===== src/rtl/if_fetch_queue.sv =====
// Instruction fetch stage: owns the PC and issues one fetch at a time.
// Optional static prediction enabled by defining IF_STATIC_PREDICT_EN.
module if_fetch_queue #(
  parameter logic [31:0] RESET_PC = 32'h0000_0000,
  parameter int          IQ_DEPTH = 4,
  parameter int          IQ_AW    = 2
) (
  input  logic        clk_in,
  input  logic        rst_in,
  input  logic        rdy_in,
  output logic        ic_req_valid,
  output logic [31:0] ic_req_addr,
  input  logic        ic_req_ready,
  input  logic        ic_resp_valid,
  input  logic [31:0] ic_resp_instr,
  input  logic        jump_valid,
  input  logic [31:0] jump_pc,
  output logic        instr_valid,
  output logic [31:0] instr,
  output logic [31:0] instr_pc,
  output logic        instr_pred_taken,
  input  logic        issue_ready
);

  typedef enum logic [1:0] {
    S_IDLE,
    S_WAIT,
    S_DROP
  } state_t;

  localparam logic [IQ_AW:0]   DEPTH_C = (IQ_AW+1)'(IQ_DEPTH);
  localparam logic [IQ_AW:0]   CNT_ONE = (IQ_AW+1)'(1);
  localparam logic [IQ_AW-1:0] PTR_ONE = IQ_AW'(1);

  state_t state_q;
  state_t state_d;

  logic [31:0] pc_q;
  logic [31:0] q_instr [IQ_DEPTH];
  logic [31:0] q_pc    [IQ_DEPTH];
  logic [IQ_DEPTH-1:0] q_pred;

  logic [IQ_AW-1:0] head_q;
  logic [IQ_AW-1:0] tail_q;
  logic [IQ_AW:0]   cnt_q;

  logic        req_ok;
  logic        fire;
  logic        resp;
  logic        push;
  logic        pop;
  logic        has_head;
  logic [31:0] npc;
  logic        npred;

`ifdef IF_STATIC_PREDICT_EN
  logic [31:0] j_imm;
  logic [31:0] b_imm;
  logic        is_jal;
  logic        is_bbr;

  // Static next-PC guess for the returning instruction
  always_comb begin
    j_imm  = {{12{ic_resp_instr[31]}}, ic_resp_instr[19:12],
              ic_resp_instr[20], ic_resp_instr[30:21], 1'b0};
    b_imm  = {{20{ic_resp_instr[31]}}, ic_resp_instr[7],
              ic_resp_instr[30:25], ic_resp_instr[11:8], 1'b0};
    is_jal = (ic_resp_instr[6:0] == 7'b1101111);
    is_bbr = (ic_resp_instr[6:0] == 7'b1100011)
           & ic_resp_instr[31];
    npc    = pc_q + 32'd4;
    npred  = 1'b0;
    unique case (1'b1)
      is_jal: begin
        npc   = pc_q + j_imm;
        npred = 1'b1;
      end
      is_bbr: begin
        npc   = pc_q + b_imm;
        npred = 1'b1;
      end
      default: ;
    endcase
  end
`else
  assign npc   = pc_q + 32'd4;
  assign npred = 1'b0;
`endif

  assign has_head = (cnt_q != '0);
  assign req_ok   = rst_in & rdy_in & (state_q == S_IDLE)
                  & (cnt_q < DEPTH_C) & ~jump_valid;
  assign fire     = req_ok & ic_req_ready;
  assign resp     = rdy_in & ic_resp_valid;
  assign push     = resp & (state_q == S_WAIT) & ~jump_valid;
  assign pop      = rdy_in & has_head & issue_ready & ~jump_valid;

  assign ic_req_valid     = req_ok;
  assign ic_req_addr      = pc_q;
  assign instr_valid      = rdy_in & has_head;
  assign instr            = q_instr[head_q];
  assign instr_pc         = q_pc[head_q];
  assign instr_pred_taken = q_pred[head_q];

  // Fetch FSM next state; a redirect makes an in-flight response stale
  always_comb begin
    state_d = state_q;
    if (jump_valid) begin
      if (resp)
        state_d = S_IDLE;
      else if (state_q == S_WAIT)
        state_d = S_DROP;
    end else begin
      unique case (state_q)
        S_IDLE: if (fire) state_d = S_WAIT;
        S_WAIT: if (resp) state_d = S_IDLE;
        S_DROP: if (resp) state_d = S_IDLE;
        default: state_d = S_IDLE;
      endcase
    end
  end

  // State, PC and queue pointers
  always_ff @(posedge clk_in or negedge rst_in) begin
    if (!rst_in) begin
      state_q <= S_IDLE;
      pc_q    <= RESET_PC;
      head_q  <= '0;
      tail_q  <= '0;
      cnt_q   <= '0;
    end else if (rdy_in) begin
      state_q <= state_d;
      if (jump_valid) begin
        pc_q   <= jump_pc;
        head_q <= tail_q;
        cnt_q  <= '0;
      end else begin
        if (push) begin
          pc_q   <= npc;
          tail_q <= tail_q + PTR_ONE;
        end
        if (pop)
          head_q <= head_q + PTR_ONE;
        unique case ({push, pop})
          2'b10:   cnt_q <= cnt_q + CNT_ONE;
          2'b01:   cnt_q <= cnt_q - CNT_ONE;
          default: ;
        endcase
      end
    end
  end

  // Queue storage, written at the tail on each accepted response
  always_ff @(posedge clk_in or negedge rst_in) begin
    if (!rst_in) begin
      for (int i = 0; i < IQ_DEPTH; i++) begin
        q_instr[i] <= '0;
        q_pc[i]    <= '0;
      end
      q_pred <= '0;
    end else if (push) begin
      q_instr[tail_q] <= ic_resp_instr;
      q_pc[tail_q]    <= pc_q;
      q_pred[tail_q]  <= npred;
    end
  end

endmodule

===== config.mk =====
export PLATFORM = sky130hd
export DESIGN_NAME = if_fetch_queue
export DESIGN_NICKNAME = d
export VERILOG_FILES = /design/src/rtl/if_fetch_queue.sv
export SDC_FILE = /design/constraint.sdc
export NUM_CORES = 1
export LEC_CHECK = 0
export BUFFER_PORTS_ARGS = -buffer_cell sky130_fd_sc_hd__buf_2
export CORE_MARGIN = 5
export CORE_UTILIZATION = 34
export DETAILED_ROUTE_END_ITERATION = 7
export PLACE_DENSITY_LB_ADDON = 0.12
export SETUP_SLACK_MARGIN = 0.2
export SLEW_MARGIN = 5
export SYNTH_ARGS = -nofsm -noshare
export SYNTH_HDL_FRONTEND = slang
export SYNTH_SLANG_ARGS = --single-unit

===== constraint.sdc =====
create_clock -name clk_in -period 2.81 [get_ports clk_in]
set_clock_uncertainty 0.05 [all_clocks]
set_input_delay 0.1405 -clock clk_in [delete_from_list [all_inputs] [get_ports clk_in]]
set_output_delay 0.1405 -clock clk_in [all_outputs]
set_load 0.02 [all_outputs]

## After elaboration in Yosys (flattened, before gate mapping)

Index checks and enable logic that the tools add are counted.

- $add $sub $neg: 5
- Order comparisons: 7
- Eq/ne operators: 7
- Muxes and demuxes: 26
- Bitwise gates (word level): 16
- Reduce and logical (&&, ||, !) cells: 13

Operators with widths:

| kind | number |
|---|---|
| $bwmux 128 | 2 |
| $mux 32 | 7 |
| $bmux 32 s2 | 2 |
| $demux 32 s2 | 1 |
| $add 32x3->32 const B | 1 |
| $mux 2 | 7 |
| $and 1x1->1 | 11 |
| $ge 3x3->1 const B | 2 |
| $lt 2x3->1 const B | 2 |
| $ne 3x1->1 const B | 2 |
| $not 2->3 | 2 |
| $pmux 3 s2 | 1 |
| $reduce_and 2->1 | 3 |
| $reduce_bool 3->1 | 2 |
| $add 2x1->2 const B | 2 |
| $and 4x4->4 | 1 |
| $eq 2x1->1 const B | 2 |
| $eq 2x2->1 const B | 2 |
| $not 4->4 | 1 |
| $pmux 2 s2 | 1 |
| $reduce_and 4->1 | 1 |
| $reduce_bool 2->1 | 2 |
| $add 3x1->3 const B | 1 |
| $lt 3x1->1 const B | 1 |
| 13 further kinds | 15 |

- Register bits after elaboration: 301
- Input port bits: 71
- Output and inout port bits: 99
- Logic and storage cells: 88

## Longest topological paths before layout

Gate-level depths: netlist of the first run.

- Depth after elaboration: 8
- Depth in mapped cells: 9
- Gate-level depth less buffers: 9

## Worst setup path before layout of the first run

No wires, ideal clock.

- Path kind: reg-to-reg
- Start: register state_q[1]
- End: register cnt_q[2]
- Setup time: 129 ps
- Data arrival time: 1893 ps
- Required time: 2631 ps
- Path slack: 739 ps
- Stages on the path, launching flop included: 10
- Buffers on the path: 0
- Clock period less this slack: 2071 ps
- Cell sequence: dfrtp_1 -> inv_1 -> ha_1 -> nand2_1 -> nor2_1 -> nor3_1 -> fa_1 -> mux2i_1 -> mux2i_1 -> o2bb2ai_1

- Word-level cells in the longest chain between the ends: 6
- Elaborated cells between the ends (all ways): 9
- Those cells by class: 3 x eq/ne; 2 x mux; 2 x bitwise; 2 x reduce/logical

Ends and longest elaborated chain:

| item | RTL line | source |
|---|---|---|
| start, declared | 35 | `state_t state_q;` |
| start signal, assigned | 132 | `state_q <= state_d;` |
| $eq 2x1->1 (*) | 95 | `assign push = resp & (state_q == S_WAIT) & ~jump_valid;` |
| $and 1x1->1 (*) (2 in series) | 95 |  |
| $eq 2x1->1 / $eq 2x2->1 (equally long branches) | 144 | `unique case ({push, pop})` |
| $pmux 3 s2 / $reduce_bool 3->1 (equally long branches) | n/a |  |
| $mux 3 / $reduce_and 2->1 (equally long branches) | n/a |  |
| end signal, assigned | 145 | `2'b10: cnt_q <= cnt_q + CNT_ONE;` |
| end signal, assigned | 146 | `2'b01: cnt_q <= cnt_q - CNT_ONE;` |
| end, declared | 45 | `logic [IQ_AW:0] cnt_q;` |

Every way passes the cells marked *; elsewhere a longest branch is shown, timed or not.
A chain may end at the register's enable or synchronous reset.

## Worst setup path after layout of the first run

- Start: register state_q[1]
- End: register pc_q[28], in the netlist ic_req_addr[28]

- Word-level cells in the longest chain between the ends: 5

Ends and longest elaborated chain:

| item | RTL line | source |
|---|---|---|
| $eq 2x1->1 | 95 |  |
| $and 1x1->1 (2 in series) | 95 |  |
| $reduce_bool 2->1 (no line) | n/a |  |
| $reduce_and 2->1 (no line) | n/a |  |
| end signal, assigned | 134 | `pc_q <= jump_pc;` |
| end signal, assigned | 139 | `pc_q <= npc;` |
| end, declared | 38 | `logic [31:0] pc_q;` |

No other way between the ends.

==> results of run 1 <==
[sequential cells by signal, summed over array words and instances (netlist names)]
signal and flops:
q_instr 128, q_pc 128, ic_req_addr 32, q_pred 4, cnt_q 3, head_q 2
state_q 2, tail_q 2
[cells by family (layout without fill, tap and decap cells)]
family / count (synthesis) / after routing / synth area share (%)
muxes: 331 / 331 / 32.2
DFF: 301 / 301 / 54.5
and+or+nand+nor: 131 / 131 / 4.97
AOI/OAI and AO/OA: 94 / 94 / 4.23
buffers and inverters: 81 / 349 / 2.64
xor gates and xnor gates: 10 / 10 / 0.634
adders and majority gates: 8 / 8 / 0.779
other: 0 / 1 / 0
[cells in the final DEF, fill, tap and decap left out, drive strengths merged, types with 8 or more instances in the layout]
cell type and count:
dfrtp 301, mux2 256, buf 203, dlygate4sd3 72, mux4 65, clkbuf 54, nand2 34, a21oi 30
nor2 29, o21ai 23, nand4 17, nand3 14, mux2i 10, o22ai 10, nor3 8, clkinv 8
[metal layers]
layer | vias to the layer above | track usage (%) | wire [µm]
li1 | 4048 | - | -
met1 | 4689 | 24.1 | 17500
met2 | 207 | 26.1 | 17200
met3 | 48 | 3.56 | 1870
met4 | 0 | 3.86 | 587
met5 | - | 0 | 0
[worst register-to-register path: stages (launching register included)]
cell	delay (ns)
dfrtp_1	0.37
inv_1	0.08
ha_1	0.25
nand2_1	0.21
a21oi_1	0.40
buf_4	0.22
nand4_1	0.10
a21oi_1	0.16
nor3_1	0.07
dlygate4sd3_1	0.55
[how the worst max path moves through the flow]
stage	to	slack, ns
after floorplan	cnt_q[2]$_DFFE_PN0P_	0.74
after global placement	ic_req_addr[22]$_DFFE_PN0P_	0.24
after detailed placement	ic_req_addr[22]$_DFFE_PN0P_	0.21
after CTS	ic_req_addr[17]$_DFFE_PN0P_	0.22
after global routing	ic_req_addr[28]$_DFFE_PN0P_	0.14
final	ic_req_addr[28]$_DFFE_PN0P_	0.23
[power groups by stage]
stage,clock network [W],logic (W),registers (W)
after detailed placement,0,0.00402,0.00650
after CTS,0.00500,0.00433,0.00630
after floorplan,0,0.00302,0.00596
after global placement,0,0.00396,0.00647
final,0.00483,0.00422,0.00628
after global routing,0.00518,0.00459,0.00644
[area by class of cell]
| type | count | area (µm²) |
|---|---|---|
| fillers | 3691 | 22600 |
| multi-input cells | 574 | 5960 |
| well taps | 525 | 657 |
| repair buffers | 275 | 1940 |
| clock inverters | 14 | 154 |
| diodes | 1 | 2.50 |
| flip-flops and latches | 301 | 7540 |
| inverters | 6 | 22.5 |
| clock buffers | 54 | 1080 |
[through the flow]
stage	util, %	cell area [µm²]	worst slack, ns
6_report	43.5	17400	0.232
5_1_grt	43.5	17400	0.136
4_1_cts	43.5	17300	0.223
3_5_place_dp	38.4	15300	0.212
3_3_place_gp	38.4	15300	0.238
2_1_floorplan	-	13800	0.739
[what timing repair did]
| action | in CTS | in global routing |
|---|---|---|
| resized for setup | 1 | 2 |
| endpoints found under the setup margin | 44 | 3 |
| hold buffers | 72 | 0 |
| buffers inserted | 2 | 0 |
| endpoints found under the hold margin | 315 | 0 |
==> flow_metrics.env, run 1 <==
export IMPL_status="completed"
export IMPL_worst_path_buf_inv=3
export IMPL_wl_um=37100
export IMPL_drt_iter0_drc=394
export IMPL_synth_area_leaders="dfrtp_1 55%, mux2_2 20%, mux4_2 11%, buf_2 1.4%, a21oi_1 1.1%"
export IMPL_grtUsageTotal_pct=16.7
export IMPL_yosysSeqAreaShare_pct=54.5
export IMPL_numCtsBuffers=37
export IMPL_total_power_w=0.0153
export IMPL_yosysTopAreaCell="dfrtp_1"
export IMPL_hold_viol=0
export IMPL_die_h_um=212
export IMPL_clock_latency_ns=0.53
export IMPL_cts_root_buf="clkbuf_16"
export IMPL_fin_nets=1274
export IMPL_power_frac_clock_pct=31.5
export IMPL_r2r_end="ic_req_addr[28]$_DFFE_PN0P_"
export IMPL_pwr_share_comb_pct=27.5
export IMPL_worst_setup_path_end_kind="flop"
export IMPL_synthFlopType="dfrtp_1"
export IMPL_r2r_slack_ns=0.23
export IMPL_power_leakage_nw=8.49
export IMPL_min_path_type="input port to asynchronous set/reset pin"
export IMPL_worstSetupStartpoint="state_q[1]$_DFFE_PN0P_"
export IMPL_antenna_found_initial=0
export IMPL_ys_types=54
export IMPL_synth_top_area_share_pct=54.5
export IMPL_syn2layout_area_growth_pct=25.7
export IMPL_overflow=0
export IMPL_crit_arrival_ns=2.94
export IMPL_p_sw_w=0.00476
export IMPL_avgSynthCellArea_um2=14.4
export IMPL_hold_ws_ns=0.0575
export IMPL_die_area_um2=44700
export IMPL_fin_crit_ns=2.58
export IMPL_cts_tree="built"
export IMPL_r2r_cells=9
export IMPL_rsz0062_at_grt="yes"
export IMPL_power_density_nw_per_um2=883
export IMPL_relSlewSlack_pct=55.0
export IMPL_drc=0
export IMPL_p_int_w=0.0106
export IMPL_synth_edf_count=0
export IMPL_required_ns=3.17
export IMPL_cpMaxStageDelayCell="dlygate4sd3_1"
export IMPL_wl_per_cell_um=21.2
export IMPL_cp_cell_sequence="inv_1 -> ha_1 -> nand2_1 -> a21oi_1 -> buf_4 -> nand4_1 -> a21oi_1 -> nor3_1 -> dlygate4sd3_1"
export IMPL_core_um2=39900
export IMPL_finalSetupTns_ns=0
export IMPL_cp_common_cell="a21oi_1"
export IMPL_worst_pin_slew_ns=0.676
export IMPL_yosys_warnings=0
export IMPL_port_buffers=169
export IMPL_synth_seq_cells=301
export IMPL_seq_power_share_pct=41.0
export IMPL_drive_gt1_share_pct=48.3
export IMPL_synth_area_um2=13800
export IMPL_vias_per_cell=5.14
export IMPL_placementRows=73
export IMPL_syn_inst=956
export IMPL_synth_most_common_cell="dfrtp_1"
export IMPL_hpwlAfterDp_um=23500
export IMPL_grt_pass1_vias=9710
export IMPL_fmax_mhz=388
export IMPL_synthArstFlopShare_pct=100
export IMPL_clk_pin_slew_ns=0.06
export IMPL_period_share_pct=91.7
export IMPL_slew_viol_final=0
export IMPL_placed_cells=1607
export IMPL_setup_violations=0
export IMPL_worstPathMaxFanout=6
export IMPL_maxCapViolCount=0
export IMPL_grt_max_degree=114
export IMPL_yosys_top_cells_count="301 x dfrtp_1, 251 x mux2_2, 65 x mux4_2, 38 x buf_2, 34 x nand2_1"
export IMPL_switching_share_pct=31.0
export IMPL_h_tree_depth=2
export IMPL_crit_cells=9
export IMPL_die_x_um=212
export IMPL_path_class="flop to flop"
export IMPL_initial_utilization_pct=34.6
export IMPL_cp_start_kind="flop"
export IMPL_syn_nets=1035
export IMPL_cts_sinks=301
export IMPL_vias=8992
export IMPL_gp_congestion=0.781
export IMPL_ir_drop_mv=0.438
export IMPL_ant_nets=0
export IMPL_slowest_delay_ns=0.55
export IMPL_grt_first_pass_wirelength_um=58700
export IMPL_stdcell_count=1750
export IMPL_cts_buffer_depth=3
export IMPL_crit_family="buffers and inverters"
export IMPL_drt_first_pass_iters=5
export IMPL_reg2reg_from="state_q[1]$_DFFE_PN0P_"
export IMPL_io_pins=170
Power figures use the tool's default switching activity.
==> inputs of run 2 (changes only) <==
--- a/config.mk
+++ b/config.mk
@@ -5,7 +5,7 @@
 export SDC_FILE = /design/constraint.sdc
 export NUM_CORES = 1
 export LEC_CHECK = 0
-export BUFFER_PORTS_ARGS = -buffer_cell sky130_fd_sc_hd__buf_2
+export BUFFER_PORTS_ARGS = -buffer_cell sky130_fd_sc_hd__buf_4
 export CORE_MARGIN = 5
 export CORE_UTILIZATION = 34
 export DETAILED_ROUTE_END_ITERATION = 7
==> flow_metrics.env, run 2 (same netlist as run 1, synthesis figures left out) <==
export IMPL_drt_first_pass_iters=5
export IMPL_fin_nets=1275
export IMPL_finalWorstSetupSlack_ns=0.331
export IMPL_placed_cells=1610
export IMPL_switching_share_pct=30.7
export IMPL_clock_latency_ns=0.53
export IMPL_power_leakage_nw=8.57
export IMPL_drive_gt1_share_pct=48.3
export IMPL_p_int_w=0.0107
export IMPL_seq_power_share_pct=40.6
export IMPL_core_um2=39900
export IMPL_cts_tree="built"
export IMPL_mostFrequentLayoutCells="298 x dfrtp_1, 251 x mux2_2, 191 x buf_4"
export IMPL_cts_root_buf="clkbuf_16"
export IMPL_wl_per_cell_um=21.4
export IMPL_cp_start_kind="flop"
export IMPL_setup_violations=0
export IMPL_drt_met1_wl_um=17300
export IMPL_grt_max_degree=111
export IMPL_cts_sinks=301
export IMPL_power_density_nw_per_um2=867
export IMPL_hpwlAfterDp_um=23700
export IMPL_grtUsageTotal_pct=16.8
export IMPL_drc=0
export IMPL_initial_utilization_pct=34.6
export IMPL_required_ns=3.23
export IMPL_rsz0062_at_grt="yes"
export IMPL_hold_ws_ns=0.187
export IMPL_clk_pin_slew_ns=0.06
export IMPL_worst_pin_slew_ns=0.826
export IMPL_path_class="flop to flop"
export IMPL_fin_crit_ns=2.48
export IMPL_maxCapViolCount=0
export IMPL_ir_drop_mv=0.378
export IMPL_die_h_um=212
export IMPL_vias_per_cell=5.17
export IMPL_cts_buffer_depth=3
export IMPL_period_share_pct=88.2
export IMPL_finalSetupTns_ns=0
export IMPL_syn2layout_area_growth_pct=28.6
export IMPL_wl_um=37300
export IMPL_worstPathMaxFanout=11
export IMPL_stdcell_count=1745
export IMPL_gp_congestion=0.782
export IMPL_fmax_mhz=403
export IMPL_overflow=0
export IMPL_die_area_um2=44700
export IMPL_power_frac_clock_pct=29.8
export IMPL_mostFrequentLayoutCell="dfrtp_1"
export IMPL_wl_met2_um=17700
export IMPL_numCtsBuffers=37
export IMPL_p_sw_w=0.00473
export IMPL_placementRows=73
export IMPL_hold_viol=0
export IMPL_top_layer_used="met4"
export IMPL_status="completed"
export IMPL_die_x_um=212
export IMPL_n_antenna_cell=0
export IMPL_antenna_found_initial=0
export IMPL_slew_viol_final=0
export IMPL_io_pins=170
export IMPL_grt_first_pass_wirelength_um=59100
export IMPL_port_buffers=169
export IMPL_worst_setup_path_end_kind="flop"
export IMPL_crit_arrival_ns=2.90
export IMPL_h_tree_depth=2
export IMPL_relSlewSlack_pct=44.8
export IMPL_vias=9025
export IMPL_ant_nets=0
export IMPL_drt_iter0_drc=443
export IMPL_grt_pass1_vias=9888
export IMPL_dr_wl_met3_um=1590
export IMPL_pwr_share_comb_pct=29.6
export IMPL_min_path_type="input port to flop"
export IMPL_place_worst_setup_slack_ns=0.468
-- run 2: per-layer routing --
metal  up-vias  track usage [%]
li1       4056                -
met1      4721             23.7
met2       194             27.0
met3        54             2.93
met4         0             4.73
met5         -                0
-- run 2: through the flow --
step	instance area, µm²	total power [W]	util (%)
2_1_floorplan	13800	0.00898	-
6_report	17800	0.0154	44.5
5_1_grt	17800	0.0163	44.5
4_1_cts	17700	0.0157	44.4
3_5_place_dp	15900	0.0108	39.7
3_3_place_gp	15900	0.0108	39.7
-- run 2: worst paths after layout --
kind	from	endpoint	slack, ns	depth (start not counted)
worst min-delay path	issue_ready	cnt_q[0]$_DFFE_PN0P_	0.19	5
max in group asynchronous	rst_in	ic_req_addr[7]$_DFFE_PN0P_	1.27	3
min in group asynchronous	rst_in	q_pc[58]$_DFFE_PN0P_	0.22	3
worst max register to register	ic_req_addr[8]$_DFFE_PN0P_	ic_req_addr[24]$_DFFE_PN0P_	0.33	7
worst min register to register	q_pred[3]$_DFFE_PN0N_	q_pred[3]$_DFFE_PN0N_	0.43	1
worst max-delay path	ic_req_addr[8]$_DFFE_PN0P_	ic_req_addr[24]$_DFFE_PN0P_	0.33	7
-- run 2: power groups by stage --
stage	clock [W]	sequential (W)	combinational, W
6_report	0.00458	0.00626	0.00456
5_1_grt	0.00493	0.00641	0.00495
4_1_cts	0.00477	0.00629	0.00461
3_5_place_dp	0	0.00643	0.00441
3_3_place_gp	0	0.00641	0.00436
2_1_floorplan	0	0.00596	0.00302
-- run 2: cell type report --
| class | instances | area, µm² |
|---|---|---|
| Clock inverter | 8 | 72.6 |
| Multi-Input combinational cell | 574 | 5940 |
| Timing Repair Buffer | 276 | 2420 |
| Inverter | 6 | 22.5 |
| Fill cell | 3653 | 22200 |
| Clock buffer | 55 | 1090 |
| Sequential cell | 301 | 7540 |
| Tap cell | 525 | 657 |
-- run 2: timing repair --
action | 4_1_cts | 5_1_grt
resized for setup | 0 | 1
hold endpoints to repair | 464 | 0
hold buffers | 70 | 0
gates cloned | 0 | 0
setup buffers | 1 | 1
endpoints found under the setup margin | 4 | 5
-- run 2: critical path, stage by stage (launching register included) --
cell and delay, ns:
dfrtp_1 0.59, nand4_1 0.30, nor4_2 0.30, buf_4 0.20
nand3_1 0.11, a21oi_1 0.18, a2bb2oi_1 0.15, dlygate4sd3_1 0.55
